**src/rtl/riscv_pkg.sv**
```systemverilog
// riscv_pkg: shared hazard FSM state encoding and forwarding select codes
package riscv_pkg;
  typedef enum logic [1:0] {RUN = 2'd0, MD_START = 2'd1, MD_BUSY = 2'd2} hz_state_t;
  localparam logic [1:0] FWD_RF    = 2'b00;
  localparam logic [1:0] FWD_EXMEM = 2'b01;
  localparam logic [1:0] FWD_MEMWB = 2'b10;
endpackage

```
**src/rtl/sat_counter.sv**
```systemverilog
// sat_counter: event counter that sticks at all-ones instead of wrapping
module sat_counter #(
  parameter int W = 16
) (
  input  logic         clk,
  input  logic         rst,
  input  logic         inc,
  output logic [W-1:0] count
);
  always_ff @(posedge clk or posedge rst)
    if (rst) count <= '0;
    else if (inc && !(&count)) count <= count + 1'b1;
endmodule

```
**src/rtl/hazard_ctrl.sv**
```systemverilog
// hazard_ctrl: pipeline stall/flush/forwarding control with multi-cycle muldiv wait
module hazard_ctrl
  import riscv_pkg::*;
#(
  parameter int REG_ADDR = 5,
  parameter int CNT_W    = 16
) (
  input  logic                clk,
  input  logic                rst,
  input  logic [REG_ADDR-1:0] id_rs1,
  input  logic [REG_ADDR-1:0] id_rs2,
  input  logic                id_uses_rs1,
  input  logic                id_uses_rs2,
  input  logic [REG_ADDR-1:0] ex_rs1,
  input  logic [REG_ADDR-1:0] ex_rs2,
  input  logic [REG_ADDR-1:0] ex_rd,
  input  logic                ex_mem_read,
  input  logic                ex_is_muldiv,
  input  logic [REG_ADDR-1:0] mem_rd,
  input  logic                mem_reg_write,
  input  logic [1:0]          mem_branch_sel,
  input  logic [REG_ADDR-1:0] wb_rd,
  input  logic                wb_reg_write,
  input  logic                muldiv_done,
  output logic                pc_load,
  output logic                if_id_load,
  output logic                id_ex_load,
  output logic                if_id_flush,
  output logic                id_ex_flush,
  output logic                ex_mem_flush,
  output logic [1:0]          fwd_a,
  output logic [1:0]          fwd_b,
  output logic                muldiv_start,
  output logic                muldiv_abort,
  output logic [CNT_W-1:0]    stall_cnt,
  output logic [CNT_W-1:0]    flush_cnt
);
  hz_state_t state, state_nxt;
  logic redirect, load_use, busy, md_hold, lu_stall, rd_act;
  function automatic logic [1:0] fwd_sel(
    input logic [REG_ADDR-1:0] rs,
    input logic [REG_ADDR-1:0] m_rd,
    input logic                m_we,
    input logic [REG_ADDR-1:0] w_rd,
    input logic                w_we
  );
    return (m_we && m_rd != '0 && m_rd == rs) ? FWD_EXMEM :
           (w_we && w_rd != '0 && w_rd == rs) ? FWD_MEMWB : FWD_RF;
  endfunction
  assign redirect = |mem_branch_sel;
  assign load_use = ex_mem_read && ex_rd != '0 &&
                    ((id_uses_rs1 && id_rs1 == ex_rd) || (id_uses_rs2 && id_rs2 == ex_rd));
  assign busy     = state != RUN;
  always_ff @(posedge clk or posedge rst)
    if (rst) state <= RUN;
    else state <= state_nxt;
  always_comb
    state_nxt = (redirect || (state == MD_BUSY && muldiv_done)) ? RUN :
                (state == MD_START) ? MD_BUSY :
                (state == RUN && ex_is_muldiv) ? MD_START : state;
  always_comb begin
    rd_act       = !rst && redirect;
    md_hold      = !rst && !redirect && busy && !(state == MD_BUSY && muldiv_done);
    lu_stall     = !rst && !redirect && !busy && !ex_is_muldiv && load_use;
    pc_load      = !(md_hold || lu_stall);
    if_id_load   = !(md_hold || lu_stall);
    id_ex_load   = !md_hold;
    if_id_flush  = rd_act;
    id_ex_flush  = rd_act || lu_stall;
    ex_mem_flush = rd_act || md_hold;
    muldiv_start = !rst && !redirect && !busy && ex_is_muldiv;
    muldiv_abort = rd_act && busy;
    fwd_a        = fwd_sel(ex_rs1, mem_rd, mem_reg_write, wb_rd, wb_reg_write);
    fwd_b        = fwd_sel(ex_rs2, mem_rd, mem_reg_write, wb_rd, wb_reg_write);
  end
  sat_counter #(.W(CNT_W)) u_stall_cnt (
    .clk(clk), .rst(rst), .inc(!pc_load && !redirect), .count(stall_cnt)
  );
  sat_counter #(.W(CNT_W)) u_flush_cnt (
    .clk(clk), .rst(rst), .inc(redirect), .count(flush_cnt)
  );
endmodule

```
**config.mk**
```make
export PLATFORM = sky130hd
export DESIGN_NAME = hazard_ctrl
export DESIGN_NICKNAME = d
export VERILOG_FILES = /design/src/rtl/riscv_pkg.sv /design/src/rtl/sat_counter.sv /design/src/rtl/hazard_ctrl.sv
export SDC_FILE = /design/constraint.sdc
export NUM_CORES = 1
export LEC_CHECK = 0
export ABC_AREA = 1
export ABC_CLOCK_PERIOD_IN_PS = 1600
export BUFFER_PORTS_ARGS = -buffer_cell sky130_fd_sc_hd__clkbuf_2
export CORE_MARGIN = 2
export CORE_UTILIZATION = 45
export CTS_BUF_LIST = sky130_fd_sc_hd__clkbuf_4 sky130_fd_sc_hd__clkbuf_8
export DETAILED_ROUTE_END_ITERATION = 10
export HOLD_SLACK_MARGIN = 0.1
export PLACE_DENSITY = 0.73
export RECOVER_POWER = 100
export SYNTH_ARGS = -nofsm -noshare
export SYNTH_HDL_FRONTEND = slang
export SYNTH_SLANG_ARGS = --single-unit
```
**constraint.sdc**
```tcl
create_clock -name clk -period 1.6 [get_ports clk]
set_input_delay 0.16 -clock clk [delete_from_list [all_inputs] [get_ports clk]]
set_output_delay 0.16 -clock clk [all_outputs]
set_load 0.005 [all_outputs]
```
==> results of run 1 <==
==> stage by stage <==
stage	setup slack (ns)	instance area, um2
after floorplan	0.0171	2500
after global placement	0.0747	3250
after detailed placement	0.0131	3250
after CTS	-0.104	3450
after global routing	-0.185	3390
final	-0.0731	3390
==> logic make-up (layout without fill, tap and decap cells) <==
logic type / count (synthesis) / after routing
AO/OA/AOI/OAI: 10 / 10
XOR/XNOR: 38 / 38
adder cells (fa/ha/maj): 2 / 2
buffers and inverters: 51 / 185
flip-flops: 34 / 34
AND/OR/NAND/NOR: 236 / 236
==> registers in the layout, indices dropped and copies added (netlist names) <==
signal             cells
state                  2
u_flush_cnt.count     16
u_stall_cnt.count     16
==> timing repair <==
item | 4_1_cts | 5_1_grt
hold endpoints to repair | 34 | 0
setup endpoints to repair | 13 | 32
gates resized for setup | 6 | 5
hold buffers | 2 | 0
setup buffers | 3 | 2
pin swaps | 2 | 4
==> worst min path at each step <==
stage / startpoint / endpoint / slack, ns
after detailed placement: rst / u_stall_cnt.count[12] / 0.21
after global routing: ex_is_muldiv / state[0] / 0.16
after CTS: ex_is_muldiv / state[0] / 0.14
after floorplan: rst / state[0] / 0.02
final: ex_is_muldiv / state[0] / 0.16
after global placement: rst / u_stall_cnt.count[12] / 0.21
==> Yosys cell counts, drive strengths merged <==
master and instances:
nand2 133, nor2 46, inv 45, dfrtp 34, nand3 33, xor2 23
xnor2 15, nand4 10, o21ai 8, buf 6, nor3 6, nor4 4
or2 3, a21oi 2, ha 2, nand3b 1
==> report_power, final <==
part	leakage, uW	internal (uW)	total, uW	switching, uW
Sequential	0.000453	985	1110	125
Combinational	0.00127	377	844	467
Clock	0.0000683	625	963	338
==> cell type report <==
type                            instances  area [um2]
Clock buffer                            5        68.8
Clock inverter                          3        68.8
Fill cell                             520        2050
Inverter                               45         174
Multi-Input combinational cell        286        1440
Sequential cell                        34         851
Tap cell                               72        90.1
Timing Repair Buffer                  132         698
==> per-layer routing <==
metal,up-vias,wire [um],GRT usage [%],share of wire (%)
li1,1415,-,-,-
met1,1251,2920,27.9,45
met2,56,3350,40.3,51
met3,9,188,3.45,2.9
met4,0,94,7.02,1.4
met5,-,0,0,0
==> placed cells by master (no fill, tap or decap), types with 3 or more instances in the layout <==
cell type  instances
buf_4             17
o21ai_1            6
xnor2_1           15
nand4_1           10
clkbuf_1          27
xor2_1            23
clkbuf_8           5
nand2_1          128
inv_2              6
nor2_2             5
nor3_1             6
nor4_1             4
dfrtp_1           34
clkbuf_2          83
or2_1              3
nor2_1            41
nand2_2            3
buf_6              3
inv_1             38
nand3_1           31
==> worst max-delay path, stage by stage, from the launching register on <==
cell and delay (ns):
dfrtp_1 0.39, or2_1 0.25, nor2_1 0.09, nand3_1 0.09, nor2_2 0.10, nand2_2 0.08, nand2_4 0.08, inv_2 0.04
clkbuf_2 0.10
==> flow_summary.json, run 1 <==
{
  "outcome": "finished, violations left",
  "violations": "setup timing",
  "std_cell_rows": 27,
  "tightest_slew_ns": 0.959,
  "critPathKind": "flop to primary output",
  "synth_mux_area_share_pct": 0,
  "drive_gt1_share_pct": 25.9,
  "synth_top_area_share_pct": 34.1,
  "dieHeight_um": 78.5,
  "yosysSeqAreaShare_pct": 34.1,
  "min_period_over_period_pct": 105,
  "peakVddDrop_v": 0.000667,
  "report.final.slew_viol_count": 0,
  "first_pass_iters": 4,
  "netlist_instances": 371,
  "core_area_mm2": 0.00544,
  "rsz0062_at_grt": "true",
  "drc": 0,
  "synthSimpleGateAreaFrac_pct": 40.6,
  "place.gp.congestion": 0.899,
  "skew_ns": 0.00348,
  "max_freq_mhz": 598,
  "drt_iter0_drc": 94,
  "fin_ws_ns": -0.0731,
  "relSlewSlack_pct": 36.1,
  "drtAntennaViolNets": 0,
  "power_density_mw_per_mm2": 861,
  "synth_compound_area_share_pct": 2.01,
  "drt_wl_total_um": 6560,
  "syn_area_per_cell_um2": 6.72,
  "instances_no_fill": 577,
  "vias_per_cell": 4.73,
  "die_area_mm2": 0.00616,
  "synthAdderAreaFrac_pct": 1.00,
  "clockBufferDepth": 2,
  "hold_violations": 0,
  "tns_ns": -0.226,
  "crit_arrival_ns": 1.51,
  "startpoint": "state[1]",
  "leakagePower_uw": 0.00179,
  "cts_made_buffers": 5,
  "setup_viol": 8,
  "synth_fp_nets": 419,
  "wl_per_cell_um": 11.4,
  "netlist_area_mm2": 0.00249,
  "worstPathMaxFanout": 3,
  "finalWorstPathRequiredPeriod_ns": 1.67,
  "cts_root_buffer": "clkbuf_8",
  "r2r_cells": 8,
  "synth_area_leader_cell": "dfrtp_1",
  "r2r_slack_ns": -0.03,
  "hold_class": "input port to flop",
  "htree_num_levels": 2,
  "n_antenna_cell": 0,
  "ys_ff_latch": 34,
  "dp_cells": 562,
  "hpwlAfterDp_um": 5100,
  "io_buffers": 89,
  "synth_xor_area_share_pct": 13.3,
  "grt_pass1_vias": 2675,
  "utilization_pct": 62.3,
  "ys_warn_count": 0,
  "fin_hold_ws_ns": 0.160,
  "ios": 90,
  "grtUsageTotal_pct": 22.6,
  "end_kind": "primary output",
  "cap_violations": 0,
  "antenna_found_initial": 0,
  "initial_core_util_pct": 45.9,
  "synthTopCellsByArea": "dfrtp_1 (34%), nand2_1 (20%), xor2_1 (8.1%)",
  "synth_top_family_by_area": "simple AND/OR/NAND/NOR gates",
  "clk_pin_slew_worst_paths_ns": 0.08,
  "critical_path.endpoint": "pc_load",
  "vias": 2731,
  "nets": 552,
  "dieWidth_um": 78.5,
  "r2r_start": "u_stall_cnt.count[0]",
  "grt_pass1_wl_um": 11300,
  "areaGrowthSynthToFinish_pct": 35.8,
  "tritoncts": "built",
  "r2r-end": "u_stall_cnt.count[13]",
  "worstPathRequired_ns": 1.44,
  "hold_depth": 3,
  "cts_sinks": 34,
  "insertion_delay_ns": 0.28,
  "yosysUniqueCellTypes": 24,
  "power_uw": 2920,
  "grt.overflow.total": 0,
  "cp-start-kind": "flop",
  "grt_max_degree": 19
}
No activity file was read; power rests on OpenSTA's default activity.
==> run 2, diff against run 1 <==
Settings changed: ABC_AREA 1 to unset, PLACE_DENSITY 0.73 to 0.76.
==> run 2 against run 1 <==
Compared with the run above: the run still ends with setup timing left; worst setup slack got worse by 0.13 ns; total power decreased by 9.0%; via count decreased by 20%; cell area decreased by 2.4%; clock-buffer cell count increased by 2; wire length decreased by 8.7%; critical path depth decreased by 1; largest power group unchanged; highest routed layer unchanged.
==> flow_summary.json, run 2 <==
{
  "synth_top_area_share_pct": 40.7,
  "cts_sinks": 34,
  "antenna_found_initial": 0,
  "synthArstFlopShare_pct": 100,
  "worstPathMaxFanout": 4,
  "syn_area_per_cell_um2": 9.86,
  "final.fill_count": 348,
  "r2r_start": "state[0]",
  "vias": 2189,
  "ys.flop_type": "dfrtp_1",
  "fin_hold_ws_ns": 0.165,
  "tritoncts": "built",
  "final_area_mm2": 0.00331,
  "synthTopCellsByCount": "dfrtp_1 (34), xor2_1 (28), xnor2_1 (27)",
  "top_regs": "u_flush_cnt.count (16), u_stall_cnt.count (16), state (2)",
  "cts_made_buffers": 5,
  "hp-start": "ex_is_muldiv",
  "n_antenna_cell": 0,
  "hold_violations": 0,
  "hold_class": "input port to flop",
  "finalWorstPathRequiredPeriod_ns": 1.80,
  "drt_iter0_drc": 88,
  "skew_ns": 0.00870,
  "hpwlAfterDp_um": 4210,
  "clockBufferDepth": 2,
  "placed_area_mm2": 0.00300,
  "tightest_slew_ns": 0.840,
  "outcome": "finished, violations left",
  "crit_arrival_ns": 1.98,
  "grt_max_degree": 35,
  "post-place-ws_ns": -0.295,
  "cts_root_buffer": "clkbuf_8",
  "leakagePower_uw": 0.00163,
  "dp_cells": 399,
  "grt.overflow.total": 0,
  "ys_ff_latch": 34,
  "wl_per_cell_um": 14.3,
  "synth_area_leader_cell": "dfrtp_1",
  "std_cell_rows": 24,
  "power_density_mw_per_mm2": 803,
  "drt_wl_total_um": 5990,
  "yosysUniqueCellTypes": 36,
  "layout_commonest_cell": "clkbuf_2",
  "critPathKind": "flop to flop",
  "synth_fp_nets": 260,
  "cap_violations": 0,
  "drc": 0,
  "netlist_instances": 212,
  "place.gp.congestion": 0.814,
  "report.final.slew_viol_count": 0,
  "yosysSeqAreaShare_pct": 40.7,
  "clk_pin_slew_worst_paths_ns": 0.08,
  "drive_gt1_share_pct": 45.4,
  "drtAntennaViolNets": 0,
  "vias_per_cell": 5.21,
  "relSlewSlack_pct": 44.0,
  "htree_num_levels": 2,
  "grt_pass1_vias": 2156,
  "die_area_mm2": 0.00521,
  "fin_ws_ns": -0.204,
  "min_period_over_period_pct": 113,
  "peakVddDrop_v": 0.000725,
  "end_kind": "flop",
  "ios": 90,
  "max_freq_mhz": 554,
  "worstPathRequired_ns": 1.78,
  "dieWidth_um": 72.2,
  "first_pass_iters": 4,
  "insertion_delay_ns": 0.29,
  "grt_pass1_wl_um": 9430,
  "violations": "setup timing",
  "netlist_area_mm2": 0.00209,
  "instances_no_fill": 420,
  "yosysMostFrequentCell": "dfrtp_1",
  "initial_core_util_pct": 47.4,
  "utilization_pct": 74.9,
  "rsz0062_at_grt": "true",
  "synth_edf_count": 0,
  "setup_viol": 22,
  "synthTopCellsByArea": "dfrtp_1 (41%), xor2_1 (12%), xnor2_1 (11%)",
  "ys_warn_count": 0,
  "dieHeight_um": 72.2,
  "io_buffers": 89,
  "nets": 415,
  "areaGrowthSynthToFinish_pct": 58.1,
  "cp-start-kind": "flop",
  "startpoint": "state[0]",
  "core_area_mm2": 0.00441,
  "grtUsageTotal_pct": 23.1,
  "layout_common_cells": "clkbuf_2 (74), dfrtp_1 (34), clkbuf_1 (31), buf_4 (31), xor2_1 (28)"
}
-- run 2: power by group --
part / total, uW / switching, uW / internal [uW]
combinational: 910 / 479 / 431
sequential: 1070 / 88.6 / 979
clock: 676 / 312 / 364
-- run 2: cell families after synthesis --
| logic type | synth area share [%] |
|---|---|
| adders and majority gates | 1.20 |
| DFF | 40.7 |
| and+or+nand+nor | 25.1 |
| muxes | 1.80 |
| xor gates and xnor gates | 23.0 |
| buffers and inverters | 3.23 |
| AOI/OAI and AO/OA | 4.91 |
-- run 2: stage by stage --
step | power [uW] | setup TNS [ns]
after floorplan | 1490 | -0.389
after global placement | 1940 | -3.76
after detailed placement | 1960 | -4.35
final | 2650 | -1.94
after global routing | 2800 | -5.40
after CTS | 2670 | -3.04
-- run 2: final timing paths --
path / to / slack [ns] / depth (start not counted)
worst max-delay path: u_stall_cnt.count[12] / -0.20 / 7
worst max register to register: u_stall_cnt.count[12] / -0.20 / 7
worst min register to register: u_flush_cnt.count[15] / 0.49 / 1
worst min-delay path: state[0] / 0.17 / 3
min in group asynchronous: u_stall_cnt.count[11] / 0.29 / 4
max in group asynchronous: u_stall_cnt.count[3] / 0.79 / 4
-- run 2: what timing repair did --
action	in CTS	in global routing
setup endpoints to repair	19	30
resized for setup	21	34
hold buffers	0	0
buffers inserted	9	5
pin swaps	13	22
-- run 2: final cells by class --
cell class                 count  area (um2)  area share, %
multi-input combinational    165        1380           41.7
timing repair buffer         152         882           26.7
sequential                    34         851           25.7
clock buffer                   7        90.1           2.73
tap                           52        65.1           1.97
inverter                       9        33.8           1.02
clock inverter                 1        5.00          0.151
-- run 2: worst max-delay path, stage by stage, from the launching register on --
cell and delay [ns]:
dfrtp_1 0.40, nor2_2 0.14, nand3b_1 0.16, nor4_4 0.23
a21boi_4 0.12, buf_4 0.16, nor4_4 0.16, mux2_4 0.33
-- run 2: routing by layer --
layer / global-route usage [%] / up-vias / wire length [um]
met5: 0 / - / 0
met4: 6.92 / 0 / 76
met3: 4.86 / 9 / 244
met2: 41.1 / 53 / 3260
met1: 27.9 / 1079 / 2410
li1: - / 1048 / -
